<file path="config.mk">
export PLATFORM = sky130hd
export DESIGN_NAME = motor_countdown_pwm
export DESIGN_NICKNAME = d
export VERILOG_FILES = /design/src/rtl/motor_countdown_pwm_pkg.sv /design/src/rtl/motor_countdown_pwm_pwm_gen.sv /design/src/rtl/motor_countdown_pwm.sv
export SDC_FILE = /design/constraint.sdc
export NUM_CORES = 1
export LEC_CHECK = 0
export ABC_AREA = 1
export CELL_PAD_IN_SITES_DETAIL_PLACEMENT = 1
export CELL_PAD_IN_SITES_GLOBAL_PLACEMENT = 2
export CORE_MARGIN = 1
export CORE_UTILIZATION = 31
export DETAILED_ROUTE_END_ITERATION = 6
export GPL_TIMING_DRIVEN = 1
export PLACE_DENSITY_LB_ADDON = 0.1
export SETUP_SLACK_MARGIN = 0.5
export SLEW_MARGIN = 30
export SYNTH_ARGS = -nofsm -noshare
export SYNTH_HDL_FRONTEND = slang
export SYNTH_SLANG_ARGS = --single-unit
</file>
<file path="constraint.sdc">
create_clock -name i_clk -period 1.75 [get_ports i_clk]
set_input_delay 0.2625 -clock i_clk [delete_from_list [all_inputs] [get_ports i_clk]]
set_output_delay 0.2625 -clock i_clk [all_outputs]
set_load 0.005 [all_outputs]
</file>
<file path="src/rtl/motor_countdown_pwm_pkg.sv">
// Shared types and constants for the motor countdown controller:
// FSM state encoding, BCD time representation and the BCD step helpers.
package motor_countdown_pwm_pkg;

  typedef enum logic [1:0] {
    IDLE  = 2'd0,
    RUN   = 2'd1,
    PAUSE = 2'd2
  } state_t;

  localparam int BCD_MAX = 99;
  localparam int STEP    = 10;

  localparam logic [3:0] MAX_TENS  = 4'(BCD_MAX / 10);
  localparam logic [3:0] MAX_ONES  = 4'(BCD_MAX % 10);
  localparam logic [3:0] STEP_TENS = 4'(STEP / 10);

  typedef struct packed {
    logic [3:0] tens;
    logic [3:0] ones;
  } bcd_t;

  // time + STEP, clamped at BCD_MAX
  function automatic bcd_t bcd_add_step(input bcd_t t);
    bcd_t r;
    if (t.tens >= MAX_TENS - STEP_TENS + 4'd1) begin
      r.tens = MAX_TENS;
      r.ones = MAX_ONES;
    end else begin
      r.tens = t.tens + STEP_TENS;
      r.ones = t.ones;
    end
    return r;
  endfunction

  // time - 1 with a borrow from the tens digit; caller guarantees time != 00
  function automatic bcd_t bcd_dec(input bcd_t t);
    bcd_t r;
    if (t.ones == 4'd0) begin
      r.tens = t.tens - 4'd1;
      r.ones = 4'd9;
    end else begin
      r.tens = t.tens;
      r.ones = t.ones - 4'd1;
    end
    return r;
  endfunction

  // time - 1 + STEP, clamped at BCD_MAX; time is never 00 while counting
  function automatic bcd_t bcd_dec_add_step(input bcd_t t);
    return bcd_add_step(bcd_dec(t));
  endfunction

endpackage

</file>
<file path="src/rtl/motor_countdown_pwm_pwm_gen.sv">
// Free-running PWM generator: one period counter and four duty comparators
// giving 25/50/75/100 % duty on o_motor[0..3].
module pwm_gen #(
  parameter int PWM_PERIOD = 100
) (
  input  logic       i_clk,
  input  logic       i_reset,
  output logic [3:0] o_motor
);

  localparam int CW = (PWM_PERIOD > 1) ? $clog2(PWM_PERIOD) : 1;

  logic [CW-1:0] pwm_cnt;

  // period counter, wraps at PWM_PERIOD-1 in every controller state
  always_ff @(posedge i_clk or posedge i_reset) begin
    if (i_reset)
      pwm_cnt <= '0;
    else if (pwm_cnt == CW'(PWM_PERIOD - 1))
      pwm_cnt <= '0;
    else
      pwm_cnt <= pwm_cnt + 1'b1;
  end

  // registered duty comparators; thresholds compared at 32 bits because
  // the top threshold equals PWM_PERIOD and does not fit the counter width
  always_ff @(posedge i_clk or posedge i_reset) begin
    if (i_reset)
      o_motor <= 4'b0000;
    else
      for (int k = 0; k < 4; k++)
        o_motor[k] <= (32'(pwm_cnt) < 32'((k + 1) * PWM_PERIOD / 4));
  end

endmodule

</file>
<file path="src/rtl/motor_countdown_pwm.sv">
// Motor countdown controller: start/stop/add pulse FSM, one-second divider,
// two-digit BCD time counter and a PWM generator for the motor drive levels.
//
// state | meaning
// IDLE  | stopped, second divider cleared, time editable with add
// RUN   | second divider counting, time decrements on each tick
// PAUSE | divider and time held; start resumes, stop clears to IDLE
module motor_countdown_pwm
  import motor_countdown_pwm_pkg::*;
#(
  parameter int CLK_HZ     = 100_000_000,
  parameter int PWM_PERIOD = 100
) (
  input  logic       i_clk,
  input  logic       i_reset,
  input  logic       i_start,
  input  logic       i_stop,
  input  logic       i_add,
  output logic [3:0] o_motor,
  output logic [3:0] o_sec_10,
  output logic [3:0] o_sec_1,
  output logic       o_running,
  output logic       o_done
);

  localparam int SW = (CLK_HZ > 1) ? $clog2(CLK_HZ) : 1;

  state_t        state;
  bcd_t          tm;
  logic [SW-1:0] sec_cnt;
  logic          tick;

  // a stop pulse freezes the divider in that cycle, so a coincident wrap is
  // deferred until the countdown resumes
  assign tick = (state == RUN) && !i_stop && (sec_cnt == SW'(CLK_HZ - 1));

  assign o_sec_10 = tm.tens;
  assign o_sec_1  = tm.ones;

  pwm_gen #(
    .PWM_PERIOD (PWM_PERIOD)
  ) u_pwm_gen (
    .i_clk   (i_clk),
    .i_reset (i_reset),
    .o_motor (o_motor)
  );

  // one-second divider: counts in RUN, holds in PAUSE, cleared in IDLE
  always_ff @(posedge i_clk or posedge i_reset) begin
    if (i_reset)
      sec_cnt <= '0;
    else begin
      case (state)
        RUN: begin
          if (tick)
            sec_cnt <= '0;
          else if (!i_stop)
            sec_cnt <= sec_cnt + 1'b1;
        end
        PAUSE:   sec_cnt <= sec_cnt;
        default: sec_cnt <= '0;
      endcase
    end
  end

  // control FSM with the BCD time register and registered status outputs
  always_ff @(posedge i_clk or posedge i_reset) begin
    if (i_reset) begin
      state     <= IDLE;
      tm        <= '0;
      o_running <= 1'b0;
      o_done    <= 1'b0;
    end else begin
      o_done <= 1'b0;
      case (state)
        IDLE: begin
          if (i_start && (tm != '0)) begin
            state     <= RUN;
            o_running <= 1'b1;
          end else if (i_add) begin
            tm <= bcd_add_step(tm);
          end
        end
        RUN: begin
          if (i_stop) begin
            state     <= PAUSE;
            o_running <= 1'b0;
          end else if (tick) begin
            if (i_add)
              tm <= bcd_dec_add_step(tm);
            else begin
              tm <= bcd_dec(tm);
              if ({tm.tens, tm.ones} == 8'h01) begin
                state     <= IDLE;
                o_running <= 1'b0;
                o_done    <= 1'b1;
              end
            end
          end else if (i_add) begin
            tm <= bcd_add_step(tm);
          end
        end
        PAUSE: begin
          if (i_stop) begin
            state <= IDLE;
            tm    <= '0;
          end else if (i_start) begin
            state     <= RUN;
            o_running <= 1'b1;
          end else if (i_add) begin
            tm <= bcd_add_step(tm);
          end
        end
        default: begin
          state     <= IDLE;
          o_running <= 1'b0;
        end
      endcase
    end
  end

endmodule

</file>
## After elaboration in Yosys (flattened, before gate mapping)

Cells that the tools add are included.

- Register bits: 50
- Input bits: 5
- Output and inout bits: 14
- Logic and storage cells: 89

- Add/sub/neg operators: 6
- Order comparisons: 6
- Equality and inequality tests: 16
- Muxes and demuxes: 40
- Bitwise operators: 1
- Reductions and logical operators: 12

Operators by type and width:

| kind | number |
|---|---|
| $mux W8 | 14 |
| $mux W27 | 2 |
| $pmux W27 S2 | 1 |
| $add A27 B1 Y27 const B | 1 |
| $eq A27 B27 Y1 const B | 1 |
| $pmux W8 S3 | 1 |
| $ne A3 B3 Y1 const B | 5 |
| $lt A7 B7 Y1 const B | 2 |
| $mux W2 | 7 |
| $mux W1 | 12 |
| $ne A2 B2 Y1 const B | 5 |
| $add A4 B1 Y4 const B | 2 |
| $eq A8 B1 Y1 const B | 1 |
| $ge A4 B4 Y1 const B | 2 |
| $reduce_bool A8 Y1 | 1 |
| $sub A4 B1 Y4 const B | 2 |
| $add A7 B1 Y7 const B | 1 |
| $eq A7 B7 Y1 const B | 1 |
| $lt A7 B5 Y1 const B | 1 |
| $lt A7 B6 Y1 const B | 1 |
| $mux W7 | 1 |
| $pmux W2 S3 | 1 |
| $reduce_and A6 Y1 | 1 |
| $reduce_and A5 Y1 | 1 |
| other kinds (12) | 14 |

## Logic depth before layout (Yosys ltp)

Gate-level depths: netlist of run 1.

- Word-level depth: 12
- Gate-level depth with buffers: 16
- Mapped depth without buffers: 16

## Cells and area by module

From an unflattened synthesis of run 1, not the netlist that was laid out.

- Cells, all modules: 490
- Area total of the unflattened synthesis: 3,443.3 µm²

By module, submodules not included:

| module | instances | cells each | area an instance (µm²) | sequential area each (µm²) |
|---|---|---|---|---|
| motor_countdown_pwm | 1 | 432 | 2,939.1 | 975.9 |
| pwm_gen | 1 | 58 | 504.2 | 275.3 |

## Worst setup path after synthesis of run 1

Ideal clock, no wire load.

- Path type: reg-to-reg
- From: register tm, in the netlist o_sec_10[0]
- To: register tm, in the netlist o_sec_1[0]
- Setup time: 0.113 ns
- Arrival time: 1.853 ns
- Required time: 1.637 ns
- Path slack: -0.215 ns
- Cell stages (with the launch flop): 14
- Buffers on the path: 0
- Clock period less this slack: 1.965 ns
- Cell sequence: dfrtp_1 > inv_1 > ha_1 > o21ai_2 > inv_1 > ha_1 > nor2_1 > nand3_1 > nand3_1 > nand3_1 > nand2_1 > nand2_1 > nand2_1 > inv_1

- Word-level cells in the longest chain between the ends: 12
- Elaborated cells on any way between the ends: 22
- Classes of those cells: add/sub: 1; order compare: 2; eq/ne: 1; mux: 15; reduce/logical: 3

RTL lines:

| item | line | RTL |
|---|---|---|
| from (decl) | motor_countdown_pwm.sv:29 | `bcd_t tm;` |
| from (signal assigned) | motor_countdown_pwm.sv:81 | `tm <= bcd_add_step(tm);` |
| from (signal assigned) | motor_countdown_pwm.sv:90 | `tm <= bcd_dec_add_step(tm);` |
| from (signal assigned) | motor_countdown_pwm.sv:92 | `tm <= bcd_dec(tm);` |
| $sub A4 B1 Y4 | motor_countdown_pwm_pkg.sv:40 | `r.tens = t.tens - 4'd1;` |
| $mux W8 | - |  |
| $mux W8 | motor_countdown_pwm.sv:89 | `if (i_add)` |
| $mux W8 | motor_countdown_pwm.sv:88 | `end else if (tick) begin` |
| $mux W8 | motor_countdown_pwm.sv:85 | `if (i_stop) begin` |
| $mux W8 | motor_countdown_pwm.sv:75 | `case (state)` |
| $ge A4 B4 Y1 | motor_countdown_pwm_pkg.sv:26 | `if (t.tens >= MAX_TENS - STEP_TENS + 4'd1) begin` |
| $mux W8 | motor_countdown_pwm_pkg.sv:26 |  |
| $mux W8 | motor_countdown_pwm.sv:89 |  |
| $mux W8 | motor_countdown_pwm.sv:88 |  |
| $mux W8 | motor_countdown_pwm.sv:85 |  |
| $pmux W8 S3 | motor_countdown_pwm.sv:75 |  |

Parallel ways exist; a longest one is shown, timed or not. The select of a mux whose other input is x is not followed.
A chain may end at the register's enable or synchronous reset.

## Final worst setup path of run 1

- From: register tm, in the netlist o_sec_10[1]
- To: register tm, in the netlist o_sec_1[0]

The elaborated chain is that of the path after synthesis.

==> run_results.csv, run 1 <==
group,metric,value,unit
clocking,cts_tree,"yes",
finish,area_growth,59.2,%
floorplanning,std_cell_rows,38,
timing,fin_ws,-0.0555,ns
global_routing,overflow,0,
clocking,clk_latency,0.30,ns
global_routing,grt_pass1_vias,4075,
synthesis,syn_avg_cell_area,6.95,sq um
floorplanning,die_area,12000,sq um
routing,drc_errors,0,
clocking,cts_hold_buf,0,
run_status,violations,"negative setup slack",
floorplanning,core-area,11100,sq um
timing,period_share,103,%
synthesis,yosys_register_bits,50,
finish,layout-drive-gt1-share,41.8,%
global_routing,antenna_found_initial,0,
finish,postLayoutCoreUtil,51.7,%
floorplanning,ioPinCount,19,
synthesis,yosysUniqueCellTypes,39,
floorplanning,die_y,110,um
routing,viasPerCell,4.88,
worst_setup_path,arrival,2.00,ns
timing,fmax,554,MHz
timing,finalCriticalPeriod,1.81,ns
timing,whs,0.394,ns
placement,dp_hpwl,8940,um
routing,dr_total_vias,3849,
global_routing,groute.usage.overall,22.6,%
run_status,status,"complete, but fails checks",
finish,instances_no_fill,788,
power,total_leakage_power,0.00267,uW
timing,rsz0062_at_grt,"yes",
worst_setup_path,setup.worst_path.class,"flip-flop to flip-flop",
finish,nets,668,
clocking,clockBufferDepth,2,
synthesis,syn_nets,538,
worst_setup_path,cp_max_fo,6,
worst_setup_path,reg2reg_depth,13,
floorplanning,die_width,110,um
timing,relSlewSlack,73.6,%
power,power_density,1270,nW/um^2
synthesis,ys_seq_area_share,34.8,%
worst_setup_path,required,1.95,ns
timing,setup_viol,7,
timing,skew,0.00640,ns
clocking,cts_inserted_buffers,5,
worst_setup_path,cp-startpoint,"o_sec_10[1]",
timing,hold_viol_final,0,
worst_setup_path,r2r_start,"o_sec_10[1]",
global_routing,grt_max_degree,27,
finish,fillers,1352,
routing,drt_iter0_drc,97,
global_routing,grt_pass1_wl,20600,um
placement,gp_congestion,0.843,
clocking,clkTransAtPathRegs,0.08,ns
power,ir_drop,0.000915,V
clocking,htree_num_levels,2,
clocking,cts.sinks,50,
routing,routed_wl,12900,um
synthesis,ys_warn_count,0,
job,maxCapViolCount,0,
worst_setup_path,critPathLaunchType,"flip-flop",
routing,ant_nets,0,
finish,antenna_cells,0,
floorplanning,start_util,32.4,%
placement,place_inst,734,
placement,io_buffer_count,18,
min_path,hold_path.class,"input port to asynchronous set/reset pin",
timing,worst_slew_pin_slew,0.396,ns
routing,firstDrtPassIters,5,
timing,maxSlewViolCount,0,
synthesis,syn_area,3590,sq um
routing,avgRoutedWirePerCell,16.3,um
worst_setup_path,end_kind,"flip-flop",
clocking,cts_root_buf,"clkbuf_16",
synthesis,synthCells,517,
-- placed cells by master, fill, tap and decap left out, drive strengths merged --
cell and instances:
a2111oi 1, dlymetal6s2s 1, nand4 14, clkdlybuf4s50 4, and3 1, o21a 1
buf 118, a311oi 1, o21ai 25, clkinvlp 2, xnor2 3, nor2 78
nor3 17, clkinv 1, nand3 43, nor3b 3, ha 16, a211oi 2
a21boi 1, dfrtp 50, a21oi 19, inv 72, dlygate4sd2 6, nand2 148
or2 4, a31oi 1, nand3b 3, xor2 8, clkbuf 5
-- registers in the layout, summed over array words and instances (netlist names) --
| register | count |
|---|---|
| sec_cnt | 27 |
| u_pwm_gen.pwm_cnt | 7 |
| o_sec_10 | 4 |
| o_sec_1 | 4 |
| u_pwm_gen.o_motor | 4 |
| state | 2 |
| o_done | 1 |
| o_running | 1 |
-- timing repair --
| action | in CTS | in global routing |
|---|---|---|
| pin swaps | 34 | 26 |
| gates cloned | 3 | 0 |
| hold endpoints to repair | 0 | 0 |
| endpoints found under the setup margin | 55 | 48 |
| buffers inserted | 34 | 9 |
| gates resized for setup | 151 | 46 |
-- logic make-up after synthesis --
family                     after synthesis  synth area share [%]
and+or+nand+nor                        310                  39.9
buffers and inverters                   79                  8.81
AOI/OAI and AO/OA                       51                  8.25
adders and majority gates               16                  5.57
DFF                                     50                  34.8
xor gates and xnor gates                11                  2.68
-- final timing paths --
kind / to / slack [ns]
worst min-delay path: u_pwm_gen.o_motor[1] / 0.39
worst max-delay path: o_sec_1[0] / -0.06
worst max register to register: o_sec_1[0] / -0.06
max in group asynchronous: o_sec_10[2] / 1.02
worst min register to register: o_running / 0.48
min in group i_clk: o_running / 0.48
-- cells in the mapped netlist --
cell	instances	share of area, %
nand2_1	139	15
inv_1	70	7.3
nor2_1	66	6.9
dfrtp_1	50	35
nand3_1	42	5.8
o21ai_0	21	2.9
a21oi_1	17	2.4
ha_1	16	5.6
nor3_1	16	2.2
nand4_1	14	2.4
nor2_4	8	2.5
xor2_1	8	1.9
nand2_2	6	1.0
buf_2	4	0.56
nor2_2	4	0.70
nand2_4	3	0.94
nor3b_1	3	0.63
or2_2	3	0.52
xnor2_1	3	0.73
a211oi_1	2	0.42
buf_4	2	0.42
o21ai_1	2	0.28
o21ai_2	2	0.49
a2111oi_0	1	0.24
a21boi_1	1	0.21
a21oi_2	1	0.24
a21oi_4	1	0.45
a311oi_1	1	0.24
a31oi_1	1	0.17
and3_1	1	0.17
buf_6	1	0.31
clkbuf_1	1	0.10
inv_2	1	0.10
nand3_4	1	0.49
nand3b_1	1	0.21
nand3b_2	1	0.31
nor3_2	1	0.28
o21a_1	1	0.21
or2_1	1	0.17
-- stage by stage --
stage | instance area, sq um | power, uW | worst slack (ns) | setup TNS, ns
global route | 5720 | 7750 | -0.160 | -2.51
detailed placement | 4560 | 4880 | -0.189 | -1.34
global placement | 4560 | 4810 | -0.193 | -0.836
finish | 5720 | 7280 | -0.0555 | -0.198
CTS | 5460 | 7020 | -0.0534 | -0.427
floorplan | 3760 | 3480 | -0.00221 | -0.00221
-- final cells by class --
class	instances	area, sq um	area share [%]
Timing Repair inverter	1	6.26	0.109
Clock buffer	5	125	2.19
Tap cell	140	175	3.06
Sequential cell	50	1250	21.9
Inverter	71	290	5.07
Timing Repair Buffer	129	1150	20.0
Clock inverter	3	25.0	0.437
Multi-Input combinational cell	389	2700	47.2
-- critical path: stages, from the launching register on --
cell and delay (ns):
dfrtp_1 0.41, inv_2 0.09, ha_4 0.21, o21ai_4 0.16, inv_2 0.09, ha_4 0.17, nor2_4 0.09, nand3_2 0.08
nand3_4 0.12, nand3_2 0.07, nand2_1 0.06, nand2_1 0.05, nand2_1 0.06, inv_1 0.04
-- layer usage --
metal / global-route usage (%) / part of all wire (%)
met1: 30.3 / 47
met2: 39.4 / 50
met3: 2.79 / 1.9
met4: 3.81 / 0.93
met5: 0 / 0
-- report_power, final --
| group | switching [uW] | leakage (uW) | total (uW) | internal [uW] |
|---|---|---|---|---|
| clock network | 491 | 0.0000704 | 1030 | 540 |
| logic | 2680 | 0.00196 | 4840 | 2160 |
| registers | 112 | 0.000642 | 1400 | 1290 |
Power figures use the tool's default switching activity.
==> run 2: changes to the inputs <==
--- a/config.mk
+++ b/config.mk
@@ -6,10 +6,11 @@
 export NUM_CORES = 1
 export LEC_CHECK = 0
 export ABC_AREA = 1
-export CELL_PAD_IN_SITES_DETAIL_PLACEMENT = 1
-export CELL_PAD_IN_SITES_GLOBAL_PLACEMENT = 2
+export ABC_CLOCK_PERIOD_IN_PS = 1750
+export CELL_PAD_IN_SITES_DETAIL_PLACEMENT = 0
+export CELL_PAD_IN_SITES_GLOBAL_PLACEMENT = 1
 export CORE_MARGIN = 1
-export CORE_UTILIZATION = 31
+export CORE_UTILIZATION = 40
 export DETAILED_ROUTE_END_ITERATION = 6
 export GPL_TIMING_DRIVEN = 1
 export PLACE_DENSITY_LB_ADDON = 0.1
@@ -17,4 +18,5 @@
 export SLEW_MARGIN = 30
 export SYNTH_ARGS = -nofsm -noshare
 export SYNTH_HDL_FRONTEND = slang
+export SYNTH_HIERARCHICAL = 1
 export SYNTH_SLANG_ARGS = --single-unit
==> run 2 against run 1 <==
Effect of this change:
- the run still ends with negative setup slack left
- sequential share of layout area is 0.15 points lower
- core utilization is 18 points higher
- critical path depth is 2 higher
- global-route usage is 2.1 points higher
==> run_results.csv, run 2 <==
group,metric,value,unit
run_status,status,"complete, but fails checks",
run_status,violations,"negative setup slack",
finish,final_cell_mix,"105 x buf_4, 97 x nand2_1, 48 x inv_1",
synthesis,yosys_register_bits,50,
synthesis,yosys.area.top_type,"dfrtp_1",
placement,post-place-ws,-0.149,ns
synthesis,yosysUniqueCellTypes,37,
placement,gp_congestion,0.852,
power,power_density,1180,nW/um^2
clocking,cts_hold_buf,0,
finish,final_common_cell,"buf_4",
timing,skew,0.0134,ns
routing,dr_total_vias,3795,
finish,postLayoutCoreUtil,69.8,%
routing,routed_wl,10700,um
synthesis,yosys-top-cells-area,"dfrtp_1 36%, nand2_1 14%, inv_1 6.8%",
routing,firstDrtPassIters,4,
finish,layout-drive-gt1-share,48.1,%
worst_setup_path,cpPeakStageDelay,0.43,ns
synthesis,syn_area,3440,sq um
routing,avgRoutedWirePerCell,14.1,um
global_routing,grt_pass1_vias,3707,
finish,largest-register,"sec_cnt",
global_routing,grt_max_degree,20,
min_path,hold_path.class,"input port to asynchronous set/reset pin",
clocking,clkTransAtPathRegs,0.11,ns
timing,worst_slew_pin_slew,0.440,ns
routing,drc_errors,0,
power,total_leakage_power,0.00272,uW
placement,place_area,4610,sq um
finish,top_regs,"sec_cnt: 27 flops, u_pwm_gen/pwm_cnt: 7 flops",
floorplanning,std_cell_rows,33,
global_routing,groute.usage.overall,24.7,%
worst_setup_path,crit_top_cell,"nand2_4",
synthesis,synth_most_common_cell,"nand2_1",
worst_setup_path,path_cells,"nor2_4 -> nand2_4 -> nand2_4 -> nand2_4 -> ha_4 -> inv_2 -> nor2_4 -> nand2_2 -> nand3_4 -> nand2_4 -> nor2_4 -> nand2_1 -> nand3_1 -> nand2_1 -> inv_1",
finish,final_cell_area,5770,sq um
timing,relSlewSlack,70.5,%
floorplanning,start_util,41.7,%
synthesis,synthTopCellsByCount,"130 x nand2_1, 62 x inv_1, 58 x nor2_1",
global_routing,grt_pass1_wl,17200,um
placement,dp_hpwl,7530,um
placement,io_buffer_count,18,
clocking,clk_latency,0.32,ns
worst_setup_path,critPathLaunchType,"flip-flop",
power,ir_drop,0.00124,V
timing,maxSlewViolCount,0,
synthesis,syn_nets,511,
worst_setup_path,cp_top_family,"simple AND/OR/NAND/NOR gates",
finish,largest_reg_flops,27,
clocking,clockBufferDepth,2,
worst_setup_path,setup.worst_path.class,"flip-flop to flip-flop",
timing,setup_viol,12,
floorplanning,die_width,94.8,um
global_routing,overflow,0,
worst_setup_path,cp_slowest_cell,"dfrtp_1",
timing,fmax,544,MHz
synthesis,ys_warn_count,6,
finish,fillers,674,
routing,viasPerCell,4.99,
synthesis,synthCells,490,
synthesis,ys_seq_area_share,36.3,%
job,maxCapViolCount,0,
synthesis,synthArstFlopShare,100,%
worst_setup_path,end_kind,"flip-flop",
clocking,cts_inserted_buffers,5,
worst_setup_path,worst-path-buf-inv,2,
synthesis,synth_ff_type,"dfrtp_1",
clocking,cts_tree,"yes",
finish,area_growth,67.5,%
floorplanning,die_area,8980,sq um
floorplanning,die_y,94.8,um
synthesis,synth_edf_count,0,
floorplanning,ioPinCount,19,
worst_setup_path,arrival,2.07,ns
worst_setup_path,required,1.98,ns
timing,period_share,105,%
clocking,cts.sinks,50,
timing,finalCriticalPeriod,1.84,ns
worst_setup_path,cp_max_fo,5,
finish,nets,675,
clocking,cts_root_buf,"clkbuf_8",
clocking,htree_num_levels,2,
routing,ant_nets,0,
timing,hold_viol_final,0,
timing,fin_ws,-0.0896,ns
timing,setup_tns,-0.559,ns
routing,drt_iter0_drc,125,
floorplanning,core-area,8260,sq um
synthesis,synth.top_cell.area_share,36.3,%
timing,rsz0062_at_grt,"yes",
synthesis,syn_avg_cell_area,7.03,sq um
finish,antenna_cells,0,
global_routing,antenna_found_initial,0,
==> run 2: changes by cell type after synthesis, moves of 6 or more <==
cell	before	now
nand2_1	139	130
nor2_1	66	58
nand3_1	42	32
nand4_1	14	8
inv_2	1	7
inv_1	70	62
o21ai_1	2	9
==> run 2: cell families (layout without fill, tap and decap cells) <==
family,after synthesis,after routing,synth area share (%)
AO/OA/AOI/OAI,67,67,10.6
XOR/XNOR,10,10,2.54
adder cells (fa/ha/maj),16,16,5.81
buffers and inverters,73,238,8.21
flip-flops,50,50,36.3
AND/OR/NAND/NOR,274,274,36.5
==> run 2: routing by layer <==
metal  track usage, %  wire [um]
met3             2.74        196
met1             31.2       4770
met5                0          0
met4             5.68        183
met2             44.7       5600
==> run 2: cell type report <==
type / count / area, sq um / share of cell area [%]
timing repair buffer: 161 / 1430 / 24.7
inverter: 69 / 279 / 4.84
multi-input combinational: 367 / 2560 / 44.4
tap: 105 / 131 / 2.28
clock inverter: 3 / 43.8 / 0.759
sequential: 50 / 1260 / 21.8
clock buffer: 5 / 68.8 / 1.19
==> run 2: path summary, 6_finish.rpt <==
kind                            slack, ns     endpoint  cells past startpoint       start
min in group i_clk                   0.51    o_running                      2   o_running
worst min register to register       0.51    o_running                      2   o_running
worst max register to register      -0.09  o_sec_10[2]                     15  o_sec_1[2]
max in group asynchronous            1.09  o_sec_10[0]                      3     i_reset
worst min-delay path                 0.23  o_sec_10[1]                      2     i_reset
worst max-delay path                -0.09  o_sec_10[2]                     15  o_sec_1[2]
==> run 2: per-stage QoR <==
| step | hold WS (ns) | power (uW) | instances |
|---|---|---|---|
| 3_3_place_gp | 0.470 | 4440 | 706 |
| 3_5_place_dp | 0.483 | 4490 | 706 |
| 2_1_floorplan | 0.115 | 3120 | 490 |
| 5_1_grt | 0.241 | 7250 | 760 |
| 6_report | 0.233 | 6780 | 760 |
| 4_1_cts | 0.249 | 6060 | 737 |
==> run 2: what timing repair did <==
item                       CTS  global route
setup endpoints to repair   53            53
pin swaps                   29            41
resized for setup          127           110
buffers inserted            23            23
==> run 2: power by group <==
part           internal, uW  switching (uW)
clock network           430             443
registers              1270             112
logic                  2110            2420
total                  3810            2970
==> run 3: changes to the inputs <==
--- a/config.mk
+++ b/config.mk
@@ -9,7 +9,7 @@
 export ABC_CLOCK_PERIOD_IN_PS = 1750
 export CELL_PAD_IN_SITES_DETAIL_PLACEMENT = 0
 export CELL_PAD_IN_SITES_GLOBAL_PLACEMENT = 1
-export CORE_MARGIN = 1
+export CORE_ASPECT_RATIO = 1.5
 export CORE_UTILIZATION = 40
 export DETAILED_ROUTE_END_ITERATION = 6
 export GPL_TIMING_DRIVEN = 1
==> constraint.sdc (replaced) <==
create_clock -name i_clk -period 1.75 [get_ports i_clk]
set_input_delay 0.35 -clock i_clk [delete_from_list [all_inputs] [get_ports i_clk]]
set_output_delay 0.35 -clock i_clk [all_outputs]
set_load 0.005 [all_outputs]
==> run 3 against run 2 <==
Effect of this change:
- the flow still finishes with violations (negative setup slack)
- total power rose by 2.0%
- largest power group unchanged
- design area increased by 1.3%
- wire length increased by 0.53%
- core utilization grew 0.060 points
==> run_results.csv, run 3 (synthesis results as in run 2) <==
group,metric,value,unit
floorplanning,std_cell_rows,41,
placement,dp_hpwl,7760,um
placement,gp_congestion,0.929,
global_routing,grt_pass1_wl,17200,um
clocking,cts.sinks,50,
power,total_leakage_power,0.00278,uW
worst_setup_path,cp_max_fo,5,
power,sequentialPowerShare,20.0,%
global_routing,overflow,0,
power,power_density,1180,nW/um^2
routing,ant_nets,0,
job,maxCapViolCount,0,
clocking,clk_latency,0.30,ns
routing,drt_iter0_drc,168,
floorplanning,core-area,8360,sq um
placement,post-place-ws,-0.237,ns
worst_setup_path,arrival,2.09,ns
timing,fin_ws,-0.149,ns
timing,fmax,526,MHz
routing,avgRoutedWirePerCell,14.2,um
global_routing,grt_pass1_vias,3785,
power,p_switching,2900,uW
finish,instances_no_fill,760,
power,ir_drop,0.000917,V
timing,relSlewSlack,73.0,%
timing,period_share,109,%
finish,top_regs,"sec_cnt: 27 flops, u_pwm_gen/pwm_cnt: 7 flops",
floorplanning,die_width,77.8,um
timing,maxSlewViolCount,0,
clocking,cts_hold_buf,0,
worst_setup_path,required,1.94,ns
power,cellInternalPower,4030,uW
finish,final_cell_mix,"105 x buf_4, 104 x nand2_1, 51 x inv_1",
timing,hold_viol_final,0,
placement,io_buffer_count,18,
finish,largest-register,"sec_cnt",
clocking,htree_num_levels,2,
timing,setup_viol,8,
run_status,status,"complete, but fails checks",
finish,antenna_cells,0,
routing,viasPerCell,5.04,
timing,finalCriticalPeriod,1.90,ns
worst_setup_path,r2r-end,"o_sec_10[1]",
finish,layout-drive-gt1-share,47.2,%
routing,routed_wl,10800,um
clocking,clockBufferDepth,2,
timing,skew,0.0110,ns
floorplanning,die_area,8990,sq um
finish,area_growth,69.8,%
power,swShare,41.9,%
finish,regArea,1260,sq um
finish,nets,673,
power,total_power,6920,uW
floorplanning,ioPinCount,19,
finish,largest_reg_flops,27,
finish,fillers,700,
routing,dr_total_vias,3829,
worst_setup_path,r2r_slack,-0.15,ns
run_status,violations,"negative setup slack",
timing,rsz0062_at_grt,"yes",
worst_setup_path,setup.worst_path.class,"flip-flop to flip-flop",
global_routing,groute.usage.overall,24.6,%
floorplanning,start_util,41.2,%
power,clock_power_share,17.1,%
worst_setup_path,r2r_start,"o_sec_1[3]",
placement,place_inst,708,
global_routing,grt_max_degree,40,
finish,postLayoutCoreUtil,69.9,%
routing,firstDrtPassIters,4,
power,p_comb_share,62.9,%
clocking,clkTransAtPathRegs,0.07,ns
timing,worst_slew_pin_slew,0.405,ns
min_path,hold_path.class,"input port to asynchronous set/reset pin",
clocking,cts_tree,"yes",
finish,multi_input_area,2580,sq um
worst_setup_path,critPathLaunchType,"flip-flop",
routing,drc_errors,0,
floorplanning,die_y,116,um
worst_setup_path,reg2reg_depth,13,
timing,whs,0.368,ns
clocking,cts_inserted_buffers,5,
finish,final_common_cell,"buf_4",
worst_setup_path,end_kind,"flip-flop",
global_routing,antenna_found_initial,0,
clocking,cts_root_buf,"clkbuf_16",
-- run 3: final cells by class --
cell class	instances	share of cell area, %
Clock inverter	2	0.664
Tap cell	107	2.29
Inverter	69	4.86
Clock buffer	6	2.38
Timing Repair Buffer	159	24.1
Sequential cell	50	21.5
Multi-Input combinational cell	367	44.2
-- run 3: power groups by stage --
stage	combinational [uW]	sequential, uW	clock, uW
detailed placement	3080	1390	0
floorplan	1690	1420	0
global placement	3070	1390	0
finish	4360	1380	1180
CTS	3620	1370	1210
global route	4730	1390	1250
-- run 3: layer usage --
| metal | up-vias | wire [um] | track usage [%] |
|---|---|---|---|
| met2 | 48 | 6260 | 49.4 |
| met3 | 26 | 158 | 2.36 |
| met5 | - | 0 | 0 |
| met4 | 0 | 430 | 13.6 |
| li1 | 1912 | - | - |
| met1 | 1843 | 3960 | 24.4 |
-- run 3: how the worst max path moves through the flow --
stage / slack (ns) / start / end / depth (start not counted)
2_1_floorplan: -0.01 / o_sec_1[0] / o_sec_10[2] / 16
3_3_place_gp: -0.26 / i_stop / o_sec_1[1] / 7
3_5_place_dp: -0.24 / i_stop / o_sec_1[1] / 7
4_1_cts: -0.08 / o_sec_1[0] / o_sec_10[3] / 14
5_1_grt: -0.24 / o_sec_1[1] / o_sec_10[2] / 16
6_report: -0.15 / o_sec_1[3] / o_sec_10[1] / 13
-- run 3: critical path: stages (launching register included) --
cell	delay [ns]
dfrtp_1	0.43
nor2_4	0.26
nand2_4	0.11
nand2_4	0.10
nand2_4	0.08
ha_4	0.16
inv_2	0.03
nor2_1	0.03
nand2_1	0.10
nand3_4	0.10
buf_6	0.13
nand3_2	0.07
nand3_2	0.07
o21a_1	0.11
-- run 3: repair_timing --
item,CTS,global route
resized for setup,121,108
setup endpoints to repair,53,47
setup buffers,27,17
pin swaps,26,35
gates cloned,0,0
-- run 3: stage by stage --
stage          setup TNS [ns]  instance area [sq um]
3_3_place_gp            -3.18                   4610
3_5_place_dp            -3.56                   4610
6_report               -0.670                   5850
2_1_floorplan         -0.0203                   3580
5_1_grt                 -2.18                   5850
4_1_cts                -0.473                   5290
